--- src/rtl/led_blink_bank.sv ---
// Bank of independent LED drivers: each channel is off, on, blinking with a
// programmable half-period, or a one-shot pulse. Configured via a one-cycle write port.
module led_blink_bank #(
    parameter int          CHANNELS   = 8,
    parameter int          CNT_W      = 26,
    parameter int unsigned DIV_RESET  = 50000000,
    parameter logic [1:0]  MODE_RESET = 2'b10,
    localparam int         CH_W       = (CHANNELS > 1) ? $clog2(CHANNELS) : 1
) (
    input  logic                CLOCK_50,
    input  logic                KEY0,
    input  logic                cfg_we,
    input  logic [CH_W-1:0]     cfg_ch,
    input  logic [1:0]          cfg_mode,
    input  logic [CNT_W-1:0]    cfg_div,
    input  logic                sync_all,
    output logic [CHANNELS-1:0] LEDG
);

    typedef enum logic [1:0] {
        MODE_OFF     = 2'b00,
        MODE_ON      = 2'b01,
        MODE_BLINK   = 2'b10,
        MODE_ONESHOT = 2'b11
    } mode_t;

    localparam logic [CNT_W-1:0] DIV_INIT = CNT_W'(DIV_RESET);

    mode_t               r_mode [CHANNELS];
    logic [CNT_W-1:0]    r_div  [CHANNELS];
    logic [CNT_W-1:0]    r_cnt  [CHANNELS];
    logic [CHANNELS-1:0] r_led;
    logic [CHANNELS-1:0] r_done;

    logic [CNT_W-1:0]    w_last [CHANNELS];
    logic [CHANNELS-1:0] w_hit;

    // Per-channel terminal count (D-1, with a zero divisor acting as 1) and write decode
    always_comb begin
        for (int i = 0; i < CHANNELS; i++) begin
            // Matching a real index implies the address is in range
            w_hit[i] = cfg_we && (cfg_ch == CH_W'(i));
            if (r_div[i] == '0) begin
                w_last[i] = '0;
            end else begin
                w_last[i] = r_div[i] - CNT_W'(1);
            end
        end
    end

    // Channel state: reset, then write, then sync, then normal mode behaviour
    always_ff @(posedge CLOCK_50) begin
        for (int i = 0; i < CHANNELS; i++) begin
            if (KEY0) begin
                r_mode[i] <= mode_t'(MODE_RESET);
                r_div[i]  <= DIV_INIT;
                r_cnt[i]  <= '0;
                r_led[i]  <= 1'b0;
                r_done[i] <= 1'b0;
            end else if (w_hit[i]) begin
                r_mode[i] <= mode_t'(cfg_mode);
                r_div[i]  <= cfg_div;
                r_cnt[i]  <= '0;
                r_led[i]  <= cfg_mode[0];
                r_done[i] <= 1'b0;
            end else if (sync_all && (r_mode[i] == MODE_BLINK)) begin
                r_cnt[i]  <= '0;
                r_led[i]  <= 1'b0;
            end else begin
                case (r_mode[i])
                    MODE_OFF: begin
                        r_cnt[i] <= '0;
                        r_led[i] <= 1'b0;
                    end
                    MODE_ON: begin
                        r_cnt[i] <= '0;
                        r_led[i] <= 1'b1;
                    end
                    MODE_BLINK: begin
                        if (r_cnt[i] == w_last[i]) begin
                            r_cnt[i] <= '0;
                            r_led[i] <= ~r_led[i];
                        end else begin
                            r_cnt[i] <= r_cnt[i] + CNT_W'(1);
                        end
                    end
                    MODE_ONESHOT: begin
                        // Once done, the counter freezes and the LED stays low until rewritten
                        if (!r_done[i]) begin
                            if (r_cnt[i] == w_last[i]) begin
                                r_led[i]  <= 1'b0;
                                r_done[i] <= 1'b1;
                            end else begin
                                r_cnt[i] <= r_cnt[i] + CNT_W'(1);
                            end
                        end else begin
                            r_cnt[i] <= r_cnt[i];
                        end
                    end
                    default: begin
                        r_cnt[i] <= '0;
                        r_led[i] <= 1'b0;
                    end
                endcase
            end
        end
    end

    assign LEDG = r_led;

endmodule

--- config.mk ---
export PLATFORM = sky130hd
export DESIGN_NAME = led_blink_bank
export DESIGN_NICKNAME = d
export VERILOG_FILES = /design/src/rtl/led_blink_bank.sv
export SDC_FILE = /design/constraint.sdc
export NUM_CORES = 1
export LEC_CHECK = 0
export ABC_AREA = 1
export CORE_MARGIN = 5
export CORE_UTILIZATION = 65
export CTS_CLUSTER_SIZE = 25
export DETAILED_ROUTE_END_ITERATION = 16
export GPL_ROUTABILITY_DRIVEN = 1
export PLACE_DENSITY = 0.83
export SETUP_SLACK_MARGIN = 0.02
export SLEW_MARGIN = 20
export SYNTH_ARGS = -nofsm -noshare
export SYNTH_HDL_FRONTEND = slang
export SYNTH_SLANG_ARGS = --single-unit
--- constraint.sdc ---
create_clock -name CLOCK_50 -period 6.3 [get_ports CLOCK_50]
set_input_delay 1.89 -clock CLOCK_50 [delete_from_list [all_inputs] [get_ports CLOCK_50]]
set_output_delay 1.89 -clock CLOCK_50 [all_outputs]
set_load 0.005 [all_outputs]
==> flow_summary.yaml, run 1 <==
run_status:
  status: "finished, final reports clean"
worst_setup_path:
  max_stage_delay_ps: 700
  cpLargestDelayFamily: "simple AND/OR/NAND/NOR gates"
  critical_path_class: "in -> reg"
  start_kind: "input pin"
  critPathMostFrequentCell: "nor2_1"
  crit_buf_inv: 3
  crit_path_end_kind: "flip-flop"
  worstPathArrival_ps: 4690
  crit_cells: 7
  critical_path.cell_chain: "clkdlybuf4s50_1 -> nand2_1 -> nor2_1 -> inv_1 -> nor2_1 -> inv_1 -> nor2_1"
  reg2reg_depth: 19
  worstPathMaxFanout: 15
  cp.required_ps: 6750
  crit_slowest_cell: "nor2_1"
  reg2reg_slack_ps: 2330
power:
  combPwrFrac: 0.148
  power.internal_mw: 5.706
  p_sw_frac: 0.2896
  ir_drop_mv: 0.2498
  p_per_area_nw_per_um2: 235.0
  seqPwrFrac: 0.480
  p_switching_mw: 2.326
  p_leak_nw: 14.03
  power_frac_clock: 0.371
timing:
  worst_slack_ps: 2060
  fin_tns_setup_ps: 0
  finalHoldViolCount: 0
  timing.final.crit_share: 0.6730
  maxSlewHeadroom: 0.3557
  setup_viol: 0
  drv_slew: 0
  rsz0062_at_grt: "false"
  clock.fmax_mhz: 235.9
  tightest_slew_ps: 965.3
  period_needed_ps: 4240
  finClkSkew_ps: 22.34
finish:
  postLayoutCoreUtil: 0.7129
  area_growth_pct: 8.139
  layout-drive-gt1-share: 0.05744
  design_area_um2: 34180
  diodes: 0
  fin_cells: 4950
  nets: 4388
  num-fill-cells: 3843
route:
  met1_length_mm: 33.50
  first_iter_violations: 3179
  routedWlPerCell_um: 16.71
  highest_layer: "met5"
  viasPerCell: 5.737
  routed-wl-met2_mm: 37.99
  drc_errors: 0
  first_pass_iters: 6
  drtAntennaViolNets: 0
  wl_met3_mm: 7.449
  routed_wl_mm: 82.72
  vias: 28400
clock_tree:
  cts.sinks: 448
  cts_buffer_depth: 3
  cts_buffers: 49
  clk_pin_slew_ps: 60
  root_buffer: "clkbuf_16"
  post_cts_buffers: 0
  clkLatencyLatePin_ps: 610
  cts_htree_levels: 2
  cts_tree: "done"
  cts_resized: 0
  cts_hold_buf: 0
die:
  coreArea_um2: 47950
  die_w_um: 230.5
  io_pins: 43
  dieArea_um2: 53140
  initial_utilization: 0.6592
  die_height_um: 230.5
  rows: 80
logic_synthesis:
  synth_top_family_by_area: "simple AND/OR/NAND/NOR gates"
  syn_avg_cell_area_um2: 7.437
  synth_compound_area_frac: 0.04576
  synth.area.mux_share: 0
  synthSimpleGateAreaFrac: 0.3695
  synth_xor_area_frac: 0.06290
  synth_adder_area_share: 0.02336
  synth_area_um2: 31610
  synth_warnings: 0
  synth-seq-area-share: 0.4206
  syn_nets: 4344
  synth-seq-cells: 448
  synthCells: 4250
  synth.distinct_cells: 54
global_routing:
  grt_max_degree: 37
  grt_pass1_vias: 26310
  antenna_found_initial: 1
  grt_pass1_wl_mm: 131.9
  gr-total-overflow: 0
  groute.usage.overall: 0.3037
flow_run:
  drv_cap: 0
placed_design:
  dp_hpwl_mm: 60.27
  place.gp.congestion: 0.9969
  placed_area_um2: 32480
  portBuffers: 42
  place_ws_ps: 1589
  dp.cells: 4856
hold_path:
  hp-class: "reg -> reg"
  whs_path_depth: 2
[cells in the mapped netlist (all sizes together)]
cell type	instances	share of area
nand2	1071	0.13
nor3	78	0.013
nor4	18	0.0038
or2	6	0.0012
o21ai	125	0.020
a2bb2oi	3	0.00083
a22oi	4	0.00095
nor2	922	0.12
inv	524	0.062
buf	44	0.012
ha	59	0.023
o21bai	23	0.0055
o31ai	1	0.00024
a21boi	6	0.0014
a21oi	87	0.014
o211ai	1	0.00024
a21o	6	0.0014
or4	1	0.00024
dfxtp	16	0.010
nand3b	21	0.0051
xnor2	53	0.015
and3	2	0.00040
edfxtp	432	0.41
nand3	394	0.064
clkinv	2	0.00028
nor4b	1	0.00028
nand4	142	0.030
xor2	174	0.048
o22ai	5	0.00099
a31oi	2	0.00040
clkbuf	26	0.0031
and2	1	0.00020
[area by class of cell]
type                            instances  area (µm²)  share of cell area
Sequential cell                       448       13290              0.3889
Timing Repair Buffer                   63       589.3             0.01724
Tap cell                              615       769.5             0.02251
Clock buffer                           64        1353             0.03957
Clock inverter                         28       325.3            0.009518
Multi-Input combinational cell       3206       15880              0.4645
Inverter                              526        1976             0.05780
[through the flow]
stage	total power [mW]	hold slack [ps]
2_1_floorplan	4.705	464.8
3_3_place_gp	5.040	494.8
3_5_place_dp	5.072	491.1
4_1_cts	8.048	500.1
5_1_grt	8.375	537.5
6_report	8.032	510.2
[cells in the final DEF (no fill, tap or decap), types with 6 or more instances in the layout]
cell type / netlist / layout
buf_4: 7 / 19
clkinv_2: 1 / 8
nand4_1: 136 / 136
clkbuf_8: 0 / 7
nand2_1: 1043 / 1042
clkbuf_16: 0 / 49
o21ai_0: 119 / 119
edfxtp_1: 432 / 432
o21bai_1: 23 / 23
xnor2_1: 53 / 53
ha_1: 59 / 59
nor3_1: 72 / 72
a21o_1: 6 / 6
clkdlybuf4s50_1: 0 / 42
dfxtp_1: 16 / 16
nand2_4: 9 / 9
nor2_1: 851 / 846
a21oi_1: 86 / 84
nor3_2: 6 / 6
or2_2: 6 / 6
a21boi_0: 6 / 6
nand3_1: 383 / 383
clkbuf_1: 26 / 8
nor2_2: 48 / 53
nand2_2: 18 / 19
nor2_4: 21 / 21
nor4_1: 17 / 17
nand3_2: 10 / 10
inv_1: 520 / 519
xor2_1: 174 / 174
nand3b_1: 20 / 20
[cell families after synthesis]
logic type | after synthesis
simple gates | 2657
buf+inv | 596
flops | 448
compound gates | 263
xor+xnor | 227
fa+ha+maj | 59
[path summary, 6_finish.rpt]
| path | startpoint | end |
|---|---|---|
| setup / recovery | cfg_we | r_div[1][87]$_SDFFCE_PN0P_ |
| hold / removal | r_done[3]$_SDFFE_PP0P_ | r_done[3]$_SDFFE_PP0P_ |
| setup reg to reg | r_div[0][52]$_SDFFCE_PN0P_ | r_cnt[0][70]$_DFFE_PP_ |
| hold reg to reg | r_done[3]$_SDFFE_PP0P_ | r_done[3]$_SDFFE_PP0P_ |
[worst min-delay path: stages (launching register included)]
cell and delay (ps):
dfxtp_1 320, inv_1 70, a21oi_1 70
[power by group through the flow]
stage	sequential, mW	clock [mW]	combinational [mW]
detailed placement	3.91	0	1.17
global route	3.89	3.15	1.34
CTS	3.85	3.02	1.18
finish	3.86	2.98	1.19
floorplan	3.81	0	0.899
global placement	3.90	0	1.14
[per-layer routing]
metal / vias to the layer above / global-route usage
li1: 13970 / -
met1: 12930 / 0.4036
met5: - / 0
met4: 2 / 0.1295
met3: 255 / 0.05026
met2: 1248 / 0.4971
[registers in the layout (all words and copies together), names as in the netlist]
register	count
r_mode	16
r_cnt	208
LEDG	8
r_done	8
r_div	208
(Power assumes the default switching activity.)
==> inputs of run 2 (changes only) <==
Settings changed: CORE_UTILIZATION 65 to 58, PLACE_DENSITY 0.83 to 0.79.
Clock period 6.3 ns to 3.7 ns, I/O delays scaled along.
==> run 2 against run 1 <==
  * Critical path depth rose by 12
  * Register-to-register slack got worse by 2000 ps
  * First-iteration DRC count fell by 14%
  * Die area rose by 12%
  * Count of clock-buffer cells in the layout rose by 3
  * Sequential power rose by 70%
  * Cell count rose by 2.2%
  * Via count fell by 0.42%
==> flow_summary.yaml, run 2 (same netlist as run 1, synthesis figures left out) <==
die:
  coreArea_um2: 53920
  die_height_um: 243.4
  die_w_um: 243.4
  dieArea_um2: 59270
  io_pins: 43
  rows: 85
  initial_utilization: 0.5862
global_routing:
  grt_pass1_vias: 26640
  antenna_found_initial: 1
  groute.usage.overall: 0.2732
  grt_max_degree: 37
  gr-total-overflow: 0
  grt_pass1_wl_mm: 133.1
worst_setup_path:
  crit_buf_inv: 4
  critical_path.cell_chain: "inv_1 -> ha_1 -> inv_1 -> nor2_2 -> nand2_1 -> nor2_1 -> nand2_1 -> nand2_1 -> nand3_1 -> nand2_1 -> o21ai_1 -> nor2_1 -> nand3_1 -> nor2_1 -> nand2_1 -> o21ai_0 -> inv_1 -> a21oi_2 -> buf_12"
  worstPathArrival_ps: 3650
  critPathMostFrequentCell: "nand2_1"
  crit_slowest_cell: "edfxtp_1"
  cp.required_ps: 3980
  worstPathMaxFanout: 26
  start_kind: "flip-flop"
  max_stage_delay_ps: 390
  reg2reg_from: "r_div[0][0]$_SDFFCE_PN0P_"
  cpLargestDelayFamily: "simple AND/OR/NAND/NOR gates"
  critical_path_class: "reg -> reg"
  cp-startpoint: "r_div[0][0]$_SDFFCE_PN0P_"
  crit_path_end_kind: "flip-flop"
finish:
  regArea_um2: 13290
  reg_top3: "r_cnt: 208 flops, r_div: 208 flops, r_mode: 16 flops"
  area_growth_pct: 9.374
  layout-drive-gt1-share: 0.06122
  most-common-layout-cells: "nand2_1, nor2_1, inv_1"
  multiInputGateArea_um2: 15880
  nets: 4415
  design_area_um2: 34570
  layout_commonest_cell: "nand2_1"
  num-fill-cells: 4612
power:
  p_sw_frac: 0.2879
  power_frac_clock: 0.369
  p_leak_nw: 14.20
  p_switching_mw: 3.939
  p_per_area_nw_per_um2: 395.8
  power_mw: 13.68
  combPwrFrac: 0.150
  ir_drop_mv: 0.4020
  power.internal_mw: 9.742
  seqPwrFrac: 0.481
clock_tree:
  clk_pin_slew_ps: 60
  root_buffer: "clkbuf_16"
  cts.sinks: 448
  cts_tree: "done"
  clkLatencyLatePin_ps: 610
  cts_buffer_depth: 3
  cts_hold_buf: 0
  cts_buffers: 50
  cts_htree_levels: 2
placed_design:
  placed_area_um2: 32880
  dp_hpwl_mm: 60.49
  portBuffers: 42
  place.gp.congestion: 0.9417
flow_run:
  drv_cap: 0
route:
  viasPerCell: 5.590
  drtAntennaViolNets: 0
  first_pass_iters: 6
  drc_errors: 0
  first_iter_violations: 2739
  routed_wl_mm: 82.74
  routedWlPerCell_um: 16.35
  vias: 28280
timing:
  finalHoldViolCount: 0
  rsz0062_at_grt: "false"
  maxSlewHeadroom: 0.4139
  drv_slew: 0
  tightest_slew_ps: 878.3
  timing.final.crit_share: 0.9103
  setup_viol: 0
  clock.fmax_mhz: 296.9
  finClkSkew_ps: 28.31
  period_needed_ps: 3368
hold_path:
  min_from: "r_done[0]$_SDFFE_PP0P_"
  hp-class: "reg -> reg"
run_status:
  status: "finished, final reports clean"
==> run 2: cell count changes in the layout (fill, tap and decap cells not counted), sizes merged <==
cell / delta
clkinvlp: -2
clkinv: +2
diode: +2
clkbuf: +3
buf: +26
inv: -3
==> run 2: routing by layer <==
| metal | GRT usage | part of all wire | vias to the layer above |
|---|---|---|---|
| met5 | 0 | 0.00023 | - |
| li1 | - | - | 13990 |
| met2 | 0.4601 | 0.47 | 1111 |
| met4 | 0.1001 | 0.037 | 2 |
| met1 | 0.3600 | 0.41 | 12950 |
| met3 | 0.04165 | 0.080 | 223 |
==> run 2: cell type report <==
class | count | area share
clock buffer | 67 | 0.03952
multi-input combinational | 3206 | 0.4592
sequential | 448 | 0.3845
clock inverter | 25 | 0.008288
tap | 696 | 0.02519
antenna | 2 | 0.0001448
inverter | 526 | 0.05715
timing repair buffer | 89 | 0.02599
==> run 2: worst paths after layout <==
path	to	slack, ps	cells after the start
min	r_done[0]$_SDFFE_PP0P_	520	2
min reg2reg	r_done[0]$_SDFFE_PP0P_	520	2
max reg2reg	r_cnt[0][12]$_DFFE_PP_	330	19
max	r_cnt[0][12]$_DFFE_PP_	330	19
==> run 2: stage by stage <==
| stage | hold WS [ps] | util | worst slack, ps | cells | TNS (ps) |
|---|---|---|---|---|---|
| detailed placement | 500.3 | 0.6098 | 289.5 | 4963 | 0 |
| global route | 543.9 | 0.6410 | 46.91 | 5057 | 0 |
| floorplan | 464.8 | - | -43.41 | 4250 | -2257 |
| finish | 519.1 | 0.6411 | 332.0 | 5059 | 0 |
| global placement | 497.2 | 0.6098 | 301.0 | 4963 | 0 |
| CTS | 510.2 | 0.6405 | 367.3 | 5055 | 0 |
==> run 2: repair_timing <==
action	in CTS	in global routing
setup buffers	0	2
setup endpoints to repair	0	52
gates resized for setup	0	1
==> run 2: power by group through the flow <==
stage | Clock [mW] | Sequential, mW | Combinational, mW
CTS | 5.11 | 6.57 | 2.04
global route | 5.35 | 6.64 | 2.32
global placement | 0 | 6.66 | 1.98
detailed placement | 0 | 6.67 | 2.02
finish | 5.05 | 6.58 | 2.05
floorplan | 0 | 6.48 | 1.53
==> run 2: worst register-to-register path, delay by kind of cell, from the launching register on <==
family | cells | cell delay, ps
AND/OR/NAND/NOR | 11 | 1540
buffers and inverters | 4 | 450
AO/OA/AOI/OAI | 3 | 400
flip-flops | 1 | 390
adder cells (fa/ha/maj) | 1 | 260
